## config.mk

```make
export PLATFORM = sky130hd
export DESIGN_NAME = ccff_chain_loader
export DESIGN_NICKNAME = d
export VERILOG_FILES = /design/src/rtl/ccff_chain_loader.sv
export SDC_FILE = /design/constraint.sdc
export NUM_CORES = 1
export LEC_CHECK = 0
export BUFFER_PORTS_ARGS = -buffer_cell sky130_fd_sc_hd__buf_2
export CAP_MARGIN = 25
export CORE_ASPECT_RATIO = 1.75
export CORE_MARGIN = 2
export CORE_UTILIZATION = 35
export CTS_BUF_LIST = sky130_fd_sc_hd__clkbuf_4
export CTS_CLUSTER_DIAMETER = 50
export DETAILED_ROUTE_END_ITERATION = 6
export GPL_TIMING_DRIVEN = 0
export PLACE_DENSITY = 0.64
export SLEW_MARGIN = 30
export SYNTH_ARGS = -nofsm -noshare
export SYNTH_HDL_FRONTEND = slang
export SYNTH_SLANG_ARGS = --single-unit
```

## constraint.sdc

```tcl
create_clock -name prog_clk -period 3 [get_ports prog_clk]
set_clock_uncertainty 0.05 [all_clocks]
set_input_delay 0.15 -clock prog_clk [delete_from_list [all_inputs] [get_ports prog_clk]]
set_output_delay 0.15 -clock prog_clk [all_outputs]
set_load 0.005 [all_outputs]
```

## src/rtl/ccff_chain_loader.sv

```systemverilog
// ccff_chain_loader
// Accepts bitstream words over a valid/ready stream, serialises them LSB-first
// into the CCFF configuration chain, and counts exactly CHAIN_LEN shifted bits.
// Optional build macro CCFF_READBACK_EN adds a full-rotation CRC readback check
// (VERIFY state, err output). Without it, err is tied low and ccff_tail is unused.
module ccff_chain_loader #(
    parameter int CHAIN_LEN = 1024,
    parameter int WORD_W    = 8,
    parameter int CNT_W     = $clog2(CHAIN_LEN + 1)
) (
    input  logic              prog_clk,
    input  logic              pReset_n,
    input  logic              start,
    input  logic [WORD_W-1:0] cfg_data,
    input  logic              cfg_valid,
    output logic              cfg_ready,
    output logic              ccff_head,
    output logic              ccff_shift_en,
    input  logic              ccff_tail,
    output logic              busy,
    output logic              done,
    output logic [CNT_W-1:0]  bit_count,
    output logic              err
);

    localparam logic [2:0] S_IDLE   = 3'd0;
    localparam logic [2:0] S_FETCH  = 3'd1;
    localparam logic [2:0] S_SHIFT  = 3'd2;
    localparam logic [2:0] S_DONE   = 3'd3;
`ifdef CCFF_READBACK_EN
    localparam logic [2:0] S_VERIFY = 3'd4;
`endif

    localparam int              WL_W    = $clog2(WORD_W);
    localparam logic [CNT_W-1:0] LEN_C  = CNT_W'(CHAIN_LEN);
    localparam logic [WL_W-1:0]  WL_LOAD = WL_W'(WORD_W - 1);

    logic [2:0]        state_q, state_d;
    logic [WORD_W-1:0] sreg_q, sreg_d;     // bits of the current word not yet presented
    logic [WL_W-1:0]   wleft_q, wleft_d;   // how many of those remain
    logic [CNT_W-1:0]  cnt_q, cnt_d;
    logic              head_q, head_d;
    logic              sen_q, sen_d;
    logic              done_q, done_d;
    logic              err_q, err_d;
    logic              ready_c;
    logic              load_word;

`ifdef CCFF_READBACK_EN
    logic [15:0] crc_in_q, crc_in_d;       // CRC of bits written into the chain
    logic [15:0] crc_out_q, crc_out_d;     // CRC of bits read back from the tail

    // One bit of CRC-16-CCITT (poly 0x1021, MSB-first feedback)
    function automatic logic [15:0] crc16_step(input logic [15:0] crc, input logic b);
        logic fb;
        fb = crc[15] ^ b;
        return {crc[14:0], 1'b0} ^ (fb ? 16'h1021 : 16'h0000);
    endfunction
`else
    logic unused_tail;
    assign unused_tail = ccff_tail;
`endif

    // Next-state, serialiser and counter logic for the load sequence
    always_comb begin
        state_d   = state_q;
        sreg_d    = sreg_q;
        wleft_d   = wleft_q;
        cnt_d     = cnt_q;
        head_d    = head_q;
        sen_d     = 1'b0;
        done_d    = done_q;
        err_d     = err_q;
        ready_c   = 1'b0;
        load_word = 1'b0;
`ifdef CCFF_READBACK_EN
        crc_in_d  = crc_in_q;
        crc_out_d = crc_out_q;
`endif
        case (state_q)
            S_IDLE, S_DONE: begin
                if (start) begin
                    state_d = S_FETCH;
                    cnt_d   = '0;
                    done_d  = 1'b0;
                    err_d   = 1'b0;
`ifdef CCFF_READBACK_EN
                    crc_in_d  = 16'hFFFF;
                    crc_out_d = 16'hFFFF;
`endif
                end
            end
            S_FETCH: begin
                ready_c = 1'b1;
                if (cfg_valid) load_word = 1'b1;
            end
            S_SHIFT: begin
                if (cnt_q == LEN_C) begin
                    // Whole chain written; leftover word bits are discarded.
`ifdef CCFF_READBACK_EN
                    state_d = S_VERIFY;
                    cnt_d   = '0;
`else
                    state_d = S_DONE;
                    done_d  = 1'b1;
`endif
                end else if (wleft_q != '0) begin
                    head_d  = sreg_q[0];
                    sreg_d  = sreg_q >> 1;
                    wleft_d = wleft_q - WL_W'(1);
                    sen_d   = 1'b1;
                    cnt_d   = cnt_q + CNT_W'(1);
`ifdef CCFF_READBACK_EN
                    crc_in_d = crc16_step(crc_in_q, sreg_q[0]);
`endif
                end else begin
                    // Last bit of this word on the pins: accept the next one
                    // now so the chain keeps shifting without a bubble.
                    ready_c = 1'b1;
                    if (cfg_valid) load_word = 1'b1;
                    else           state_d   = S_FETCH;
                end
            end
`ifdef CCFF_READBACK_EN
            S_VERIFY: begin
                cnt_d     = cnt_q + CNT_W'(1);
                crc_out_d = crc16_step(crc_out_q, ccff_tail);
                if (cnt_q == LEN_C - CNT_W'(1)) begin
                    state_d = S_DONE;
                    done_d  = 1'b1;
                    err_d   = (crc16_step(crc_out_q, ccff_tail) != crc_in_q);
                end
            end
`endif
            default: state_d = S_IDLE;
        endcase

        if (load_word) begin
            state_d = S_SHIFT;
            head_d  = cfg_data[0];
            sreg_d  = cfg_data >> 1;
            wleft_d = WL_LOAD;
            sen_d   = 1'b1;
            cnt_d   = cnt_q + CNT_W'(1);
`ifdef CCFF_READBACK_EN
            crc_in_d = crc16_step(crc_in_q, cfg_data[0]);
`endif
        end
    end

    // Control and output registers, synchronously cleared by pReset_n
    always_ff @(posedge prog_clk) begin
        if (!pReset_n) begin
            state_q <= S_IDLE;
            cnt_q   <= '0;
            head_q  <= 1'b0;
            sen_q   <= 1'b0;
            done_q  <= 1'b0;
            err_q   <= 1'b0;
        end else begin
            state_q <= state_d;
            cnt_q   <= cnt_d;
            head_q  <= head_d;
            sen_q   <= sen_d;
            done_q  <= done_d;
            err_q   <= err_d;
        end
    end

    // Word shift register; always reloaded before use, so no reset needed
    always_ff @(posedge prog_clk) begin
        sreg_q  <= sreg_d;
        wleft_q <= wleft_d;
    end

`ifdef CCFF_READBACK_EN
    // CRC accumulators, re-seeded at every start
    always_ff @(posedge prog_clk) begin
        crc_in_q  <= crc_in_d;
        crc_out_q <= crc_out_d;
    end

    // VERIFY recirculates the tail straight into the head so a full rotation
    // of CHAIN_LEN shifts leaves the chain contents unchanged.
    assign ccff_head     = (state_q == S_VERIFY) ? ccff_tail : head_q;
    assign ccff_shift_en = (state_q == S_VERIFY) ? 1'b1 : sen_q;
    assign busy          = (state_q == S_FETCH) || (state_q == S_SHIFT) ||
                           (state_q == S_VERIFY);
`else
    assign ccff_head     = head_q;
    assign ccff_shift_en = sen_q;
    assign busy          = (state_q == S_FETCH) || (state_q == S_SHIFT);
`endif

    assign cfg_ready = ready_c;
    assign done      = done_q;
    assign err       = err_q;
    assign bit_count = cnt_q;

endmodule

```

==> results of run 1 <==
[worst max path at each step]
stage / start / end / cells after the start
floorplan: state_q[0] / bit_count[4] / 8
global placement: bit_count[0] / sreg_q[6] / 5
detailed placement: bit_count[0] / sreg_q[2] / 8
CTS: bit_count[0] / cfg_ready / 7
global route: bit_count[0] / cfg_ready / 7
finish: bit_count[0] / cfg_ready / 7
[cells in the final DEF, fill, tap and decap left out, types with 2 or more instances in the layout]
cell,n
a21oi_1,4
nand4_1,2
nor2b_1,3
edfxtp_1,7
a31oi_1,2
xnor2_1,2
nor3_1,9
buf_2,28
o21ai_0,3
dfxtp_1,19
o211ai_1,3
clkbuf_4,3
nand2b_1,9
buf_6,3
a211oi_1,2
a22oi_2,3
and2_1,3
nand2_1,38
nand3_1,5
and3_1,3
o21ai_2,2
clkbuf_1,2
inv_1,12
ha_1,6
nor2_1,8
mux2i_1,10
[per-stage QoR]
stage	cells	power (mW)	setup slack (ns)	instance area, um2	hold slack, ns
after floorplan	178	0.4848	1.132	1549	0.2138
after global placement	256	0.5230	0.9025	1748	0.3444
after detailed placement	256	0.5257	0.8702	1748	0.3661
after CTS	260	0.7707	0.7109	1800	0.01250
after global routing	260	0.8064	0.4901	1800	0.009192
final	260	0.7641	0.6998	1800	0.008158
[area by class of cell]
type	instances	area, um2	area share (%)
Multi-Input combinational cell	133	859.6	47.74
Sequential cell	26	590.6	32.80
Timing Repair Buffer	27	135.1	7.505
Tap cell	51	63.81	3.544
Buffer	7	53.80	2.988
Inverter	12	45.04	2.502
Clock inverter	1	30.03	1.668
Clock buffer	3	22.52	1.251
[state kept, by name (all words and copies together), names as in the netlist]
register,flops
done,1
wleft_q,3
ccff_head,1
sreg_q,7
ccff_shift_en,1
bit_count,11
state_q,2
[kinds of logic (layout without fill, tap and decap cells)]
| logic type | count (synthesis) | count (layout) | share of synthesized area [%] |
|---|---|---|---|
| mux | 10 | 10 | 6.462 |
| xor+xnor | 2 | 2 | 1.131 |
| buf+inv | 19 | 50 | 6.381 |
| fa+ha+maj | 6 | 6 | 4.846 |
| simple gates | 85 | 85 | 27.63 |
| other cells | 1 | 1 | 0.2421 |
| flops | 26 | 26 | 38.13 |
| compound gates | 29 | 29 | 15.19 |
[critical path, delay by kind of cell, from the launching register on]
family	cells	cell delay (ns)
and+or+nand+nor	2	0.41
buffers and inverters	3	0.35
adders and majority gates	1	0.22
DFF	1	0.46
AOI/OAI and AO/OA	1	0.32
[power by group through the flow]
stage	clock (mW)	combinational, mW	sequential (mW)
CTS	0.252	0.132	0.387
detailed placement	0	0.131	0.395
finish	0.248	0.129	0.386
floorplan	0	0.0925	0.392
global placement	0	0.129	0.394
global route	0.267	0.151	0.389
[cells in the mapped netlist]
cell type / instances
nand2_1: 38
dfxtp_1: 19
inv_1: 12
mux2i_1: 10
nand2b_1: 9
nor3_1: 9
nor2_1: 8
edfxtp_1: 7
ha_1: 6
nand3_1: 5
a21oi_1: 4
a22oi_2: 3
and2_1: 3
and3_1: 3
buf_6: 3
nor2b_1: 3
o211ai_1: 3
o21ai_0: 3
a211oi_1: 2
a31oi_1: 2
clkbuf_1: 2
nand4_1: 2
o21ai_2: 2
xnor2_1: 2
a211o_1: 1
a221oi_1: 1
a311o_1: 1
a32oi_2: 1
and4_1: 1
and4bb_1: 1
buf_2: 1
buf_4: 1
conb_1: 1
nand4bb_1: 1
nor4_4: 1
o2111ai_1: 1
o211a_1: 1
o21a_1: 1
o21a_2: 1
o31a_1: 1
o31ai_1: 1
or2_0: 1
[per-layer routing]
layer | vias up | GRT usage, %
met5 | - | 0
met4 | 0 | 6.875
met3 | 5 | 1.466
met2 | 23 | 27.41
met1 | 609 | 18.13
li1 | 683 | -
==> flow_metrics.env, run 1 <==
export IMPL_first_pass_iters=4
export IMPL_comb_power_share_pct=16.9
export IMPL_worstSetupPathType="reg2out"
export IMPL_min_period_ns=2.300
export IMPL_holdBufCountCts=0
export IMPL_synth_seq_cells=26
export IMPL_wl_met1_mm=1.396
export IMPL_p_sw_share_pct=26.03
export IMPL_remaining_drc_errors=0
export IMPL_area_growth_pct=16.24
export IMPL_post_drt_wl_per_cell_um=12.67
export IMPL_cts_buffer_depth=2
export IMPL_wirelength_mm=3.294
export IMPL_r2r_cells=8
export IMPL_finalCritPeriodShare_pct=76.67
export IMPL_final_max_slew_viol_count=0
export IMPL_r2r_end="sreg_q[2]"
export IMPL_die_area_mm2=0.004995
export IMPL_grt_overflow_total=0
export IMPL_arrival_ns=2.10
export IMPL_grt_max_degree=16
export IMPL_status="complete, no violations"
export IMPL_wl_met3_um=97
export IMPL_ys_seq_area_share_pct=38.13
export IMPL_post_cts_buffers=0
export IMPL_hold_path_endpoint="ccff_head"
export IMPL_setup_violations=0
export IMPL_leakage_nw=0.8344
export IMPL_slowest_stage="dfxtp_1"
export IMPL_hold_violations=0
export IMPL_synth_top_cell_area_share_pct=24.56
export IMPL_die_h_um=92.01
export IMPL_htreeDepth=1
export IMPL_ios=30
export IMPL_row_count=32
export IMPL_drt_initial_drc_count=37
export IMPL_nets=229
export IMPL_min_path_cells=2
export IMPL_path_cells="inv_1, ha_1, and4bb_1, a31oi_1, or2_0, buf_6, buf_2"
export IMPL_crit_fanout=6
export IMPL_crit_required_ns=2.80
export IMPL_seqPwrFrac_pct=50.6
export IMPL_powerDensity_mw_per_mm2=424.4
export IMPL_worstSetupEndpointType="primary output"
export IMPL_cts_root_buf="clkbuf_4"
export IMPL_hold_start="cfg_data[0]"
export IMPL_reg2reg_slack_ns=0.83
export IMPL_grt_pass1_wl_mm=5.816
export IMPL_power_internal_mw=0.5652
export IMPL_drv_cap=0
export IMPL_path_clk_slew_ns=0.15
export IMPL_drive_above_1_share_pct=21.05
export IMPL_numCtsBuffers=3
export IMPL_grt_usage_pct=15.65
export IMPL_vias_per_cell=5.077
export IMPL_r2r_start="bit_count[0]"
export IMPL_die_w_um=54.29
export IMPL_hp_class="in2reg"
export IMPL_antenna_found_initial=0
export IMPL_fin_util_pct=41.64
export IMPL_initial_utilization_pct=35.82
export IMPL_postRouteAntennaNets=0
export IMPL_yosysTopAreaCell="dfxtp_1"
export IMPL_insertedDiodeCount=0
export IMPL_cts_tree="built"
export IMPL_synth_net_count=197
export IMPL_synth_area_leaders="dfxtp_1 25%, edfxtp_1 14%, nand2_1 9.2%, mux2i_1 6.5%, ha_1 4.8%"
export IMPL_rsz0062_at_grt="no"
export IMPL_clkPwrFrac_pct=32.5
export IMPL_top_layer="met4"
export IMPL_max_freq_mhz=434.7
export IMPL_yosys_warnings=0
export IMPL_io_buffers=27
export IMPL_syn_area_per_cell_um2=8.702
export IMPL_ir_drop_mv=0.1979
export IMPL_setup_tns_ns=0
export IMPL_cts_resized=0
export IMPL_critPathMaxStageDelay_ns=0.46
export IMPL_clock_sinks=26
export IMPL_globalplace_congestion=0.7736
export IMPL_vias=1320
export IMPL_core_region_area_mm2=0.004324
export IMPL_syn_inst=178
export IMPL_cp_start_kind="flip-flop"
export IMPL_synth_area_mm2=0.001549
export IMPL_power_switching_mw=0.1989
export IMPL_hpwlAfterDp_mm=2.547
export IMPL_synth_cell_type_count=42
export IMPL_clock_latency_ns=0.34
export IMPL_wl_met2_mm=1.735
export IMPL_grt_pass1_vias=1300
export IMPL_fillers=464
No activity file was read; power rests on OpenSTA's default activity.
==> run 2, diff against run 1 <==
- clock period: 3 -> 2.4 ns (I/O delays scaled with it)
==> run 2 against run 1 <==
The flow now finishes with violations (hold timing). Power rose by 26%. Register-to-register slack worse by 0.56 ns. Non-clock buffer count rose by 7. First-iteration DRC count is 11% higher.
==> flow_metrics.env, run 2 (synthesized netlist as in run 1, its figures left out) <==
export IMPL_crit_required_ns=2.23
export IMPL_initial_utilization_pct=35.82
export IMPL_hold_ws_ns=-0.004200
export IMPL_numCtsBuffers=3
export IMPL_vias=1348
export IMPL_hp_class="in2reg"
export IMPL_globalplace_congestion=0.7736
export IMPL_row_count=32
export IMPL_insertedDiodeCount=0
export IMPL_cts_buffer_depth=2
export IMPL_wirelength_mm=3.459
export IMPL_clock_latency_ns=0.33
export IMPL_cp_buffers_inverters=3
export IMPL_core_region_area_mm2=0.004324
export IMPL_ir_drop_mv=0.2480
export IMPL_ios=30
export IMPL_grt_overflow_total=0
export IMPL_clock_sinks=26
export IMPL_first_pass_iters=4
export IMPL_worstSetupEndpointType="primary output"
export IMPL_powerDensity_mw_per_mm2=512.2
export IMPL_crit_fanout=6
export IMPL_status="finished with violations"
export IMPL_cts_root_buf="clkbuf_4"
export IMPL_cts_tree="built"
export IMPL_path_cells="inv_1, ha_1, nand4bb_1, a31oi_2, or2_0, buf_6, buf_2"
export IMPL_hpwlAfterDp_mm=2.547
export IMPL_die_h_um=92.01
export IMPL_finalPower_mw=0.9612
export IMPL_postRouteAntennaNets=0
export IMPL_critPathMaxStageDelay_ns=0.39
export IMPL_die_w_um=54.29
export IMPL_grt_pass1_vias=1332
export IMPL_grt_usage_pct=15.97
export IMPL_drt_initial_drc_count=41
export IMPL_area_growth_pct=21.16
export IMPL_path_clk_slew_ns=0.14
export IMPL_min_period_ns=2.239
export IMPL_die_area_mm2=0.004995
export IMPL_nets=236
export IMPL_post_cts_buffers=0
export IMPL_grt_max_degree=16
export IMPL_remaining_drc_errors=0
export IMPL_antenna_found_initial=0
export IMPL_worstSetupPathType="reg2out"
export IMPL_post_drt_wl_per_cell_um=12.96
export IMPL_htreeDepth=1
export IMPL_grt_pass1_wl_mm=5.940
export IMPL_hold_violations=1
export IMPL_mostFrequentLayoutCell="nand2_1"
export IMPL_leakage_nw=0.8640
export IMPL_crit_family="simple AND/OR/NAND/NOR gates"
export IMPL_slowest_stage="dfxtp_1"
export IMPL_largest_reg_flops=11
export IMPL_setup_tns_ns=0
export IMPL_drive_above_1_share_pct=20.83
export IMPL_finalCritPeriodShare_pct=93.28
export IMPL_cp_start_kind="flip-flop"
export IMPL_arrival_ns=2.07
export IMPL_violations="hold timing"
export IMPL_io_buffers=27
export IMPL_final_max_slew_viol_count=0
export IMPL_layout_common_cells="38 x nand2_1, 28 x buf_2, 19 x dfxtp_1"
export IMPL_setup_violations=0
export IMPL_drv_cap=0
export IMPL_vias_per_cell=5.049
export IMPL_max_freq_mhz=446.7
[run 2: cell types whose count changed in the layout (fill, tap and decap cells not counted)]
cell           change
dlygate4sd3_1      +7
a31oi_2            +1
a31oi_1            -1
[run 2: metal layers]
metal  up-vias  share of wire (%)  GRT usage (%)
li1        697                  -              -
met1       624                 42          18.33
met2        22                 53          28.21
met3         5                2.8          1.466
met4         0                2.1          6.875
met5         -                  0              0
[run 2: tightest hold or removal path, delay by kind of cell]
kind / cells / cell delay [ns]
AND/OR/NAND/NOR: 2 / 0.09
buffers and inverters: 1 / 0.07
[run 2: where the power goes]
group / leakage [nW] / internal (mW) / switching [mW] / total, mW
sequential: 0.218 / 0.471 / 0.0120 / 0.483
combinational: 0.618 / 0.0737 / 0.0969 / 0.171
clock: 0.0279 / 0.169 / 0.138 / 0.308
[run 2: through the flow]
step	area, um2	worst slack, ns	utilization (%)	cells	hold WS, ns
floorplan	1549	0.5317	-	178	0.1838
finish	1877	0.1614	43.40	267	-0.004200
global route	1877	-0.03961	43.40	267	0.002693
CTS	1871	0.1409	43.26	267	0.0006005
global placement	1748	0.3025	40.42	256	0.3144
detailed placement	1748	0.2702	40.42	256	0.3361
[run 2: path summary, 6_finish.rpt]
kind	start	to	slack, ns	depth (start not counted)
setup reg to reg	state_q[0]	sreg_q[2]	0.27	8
hold / removal	cfg_data[1]	sreg_q[0]	-0.004	3
hold reg to reg	done	done	0.43	2
setup / recovery	state_q[0]	cfg_ready	0.16	7
[run 2: final cells by class]
cell class                 count  area (um2)
inverter                      12       45.04
clock buffer                   3       22.52
multi-input combinational    133       865.8
buffer                         7       53.80
fill                         457        2447
timing repair buffer          34       205.2
clock inverter                 1       30.03
tap                           51       63.81
sequential                    26       590.6
[run 2: repair_timing]
action / in CTS / in global routing
endpoints found under the hold margin: 7 / 0
endpoints found under the setup margin: 0 / 1
gates resized for setup: 0 / 1
hold buffers: 7 / 0
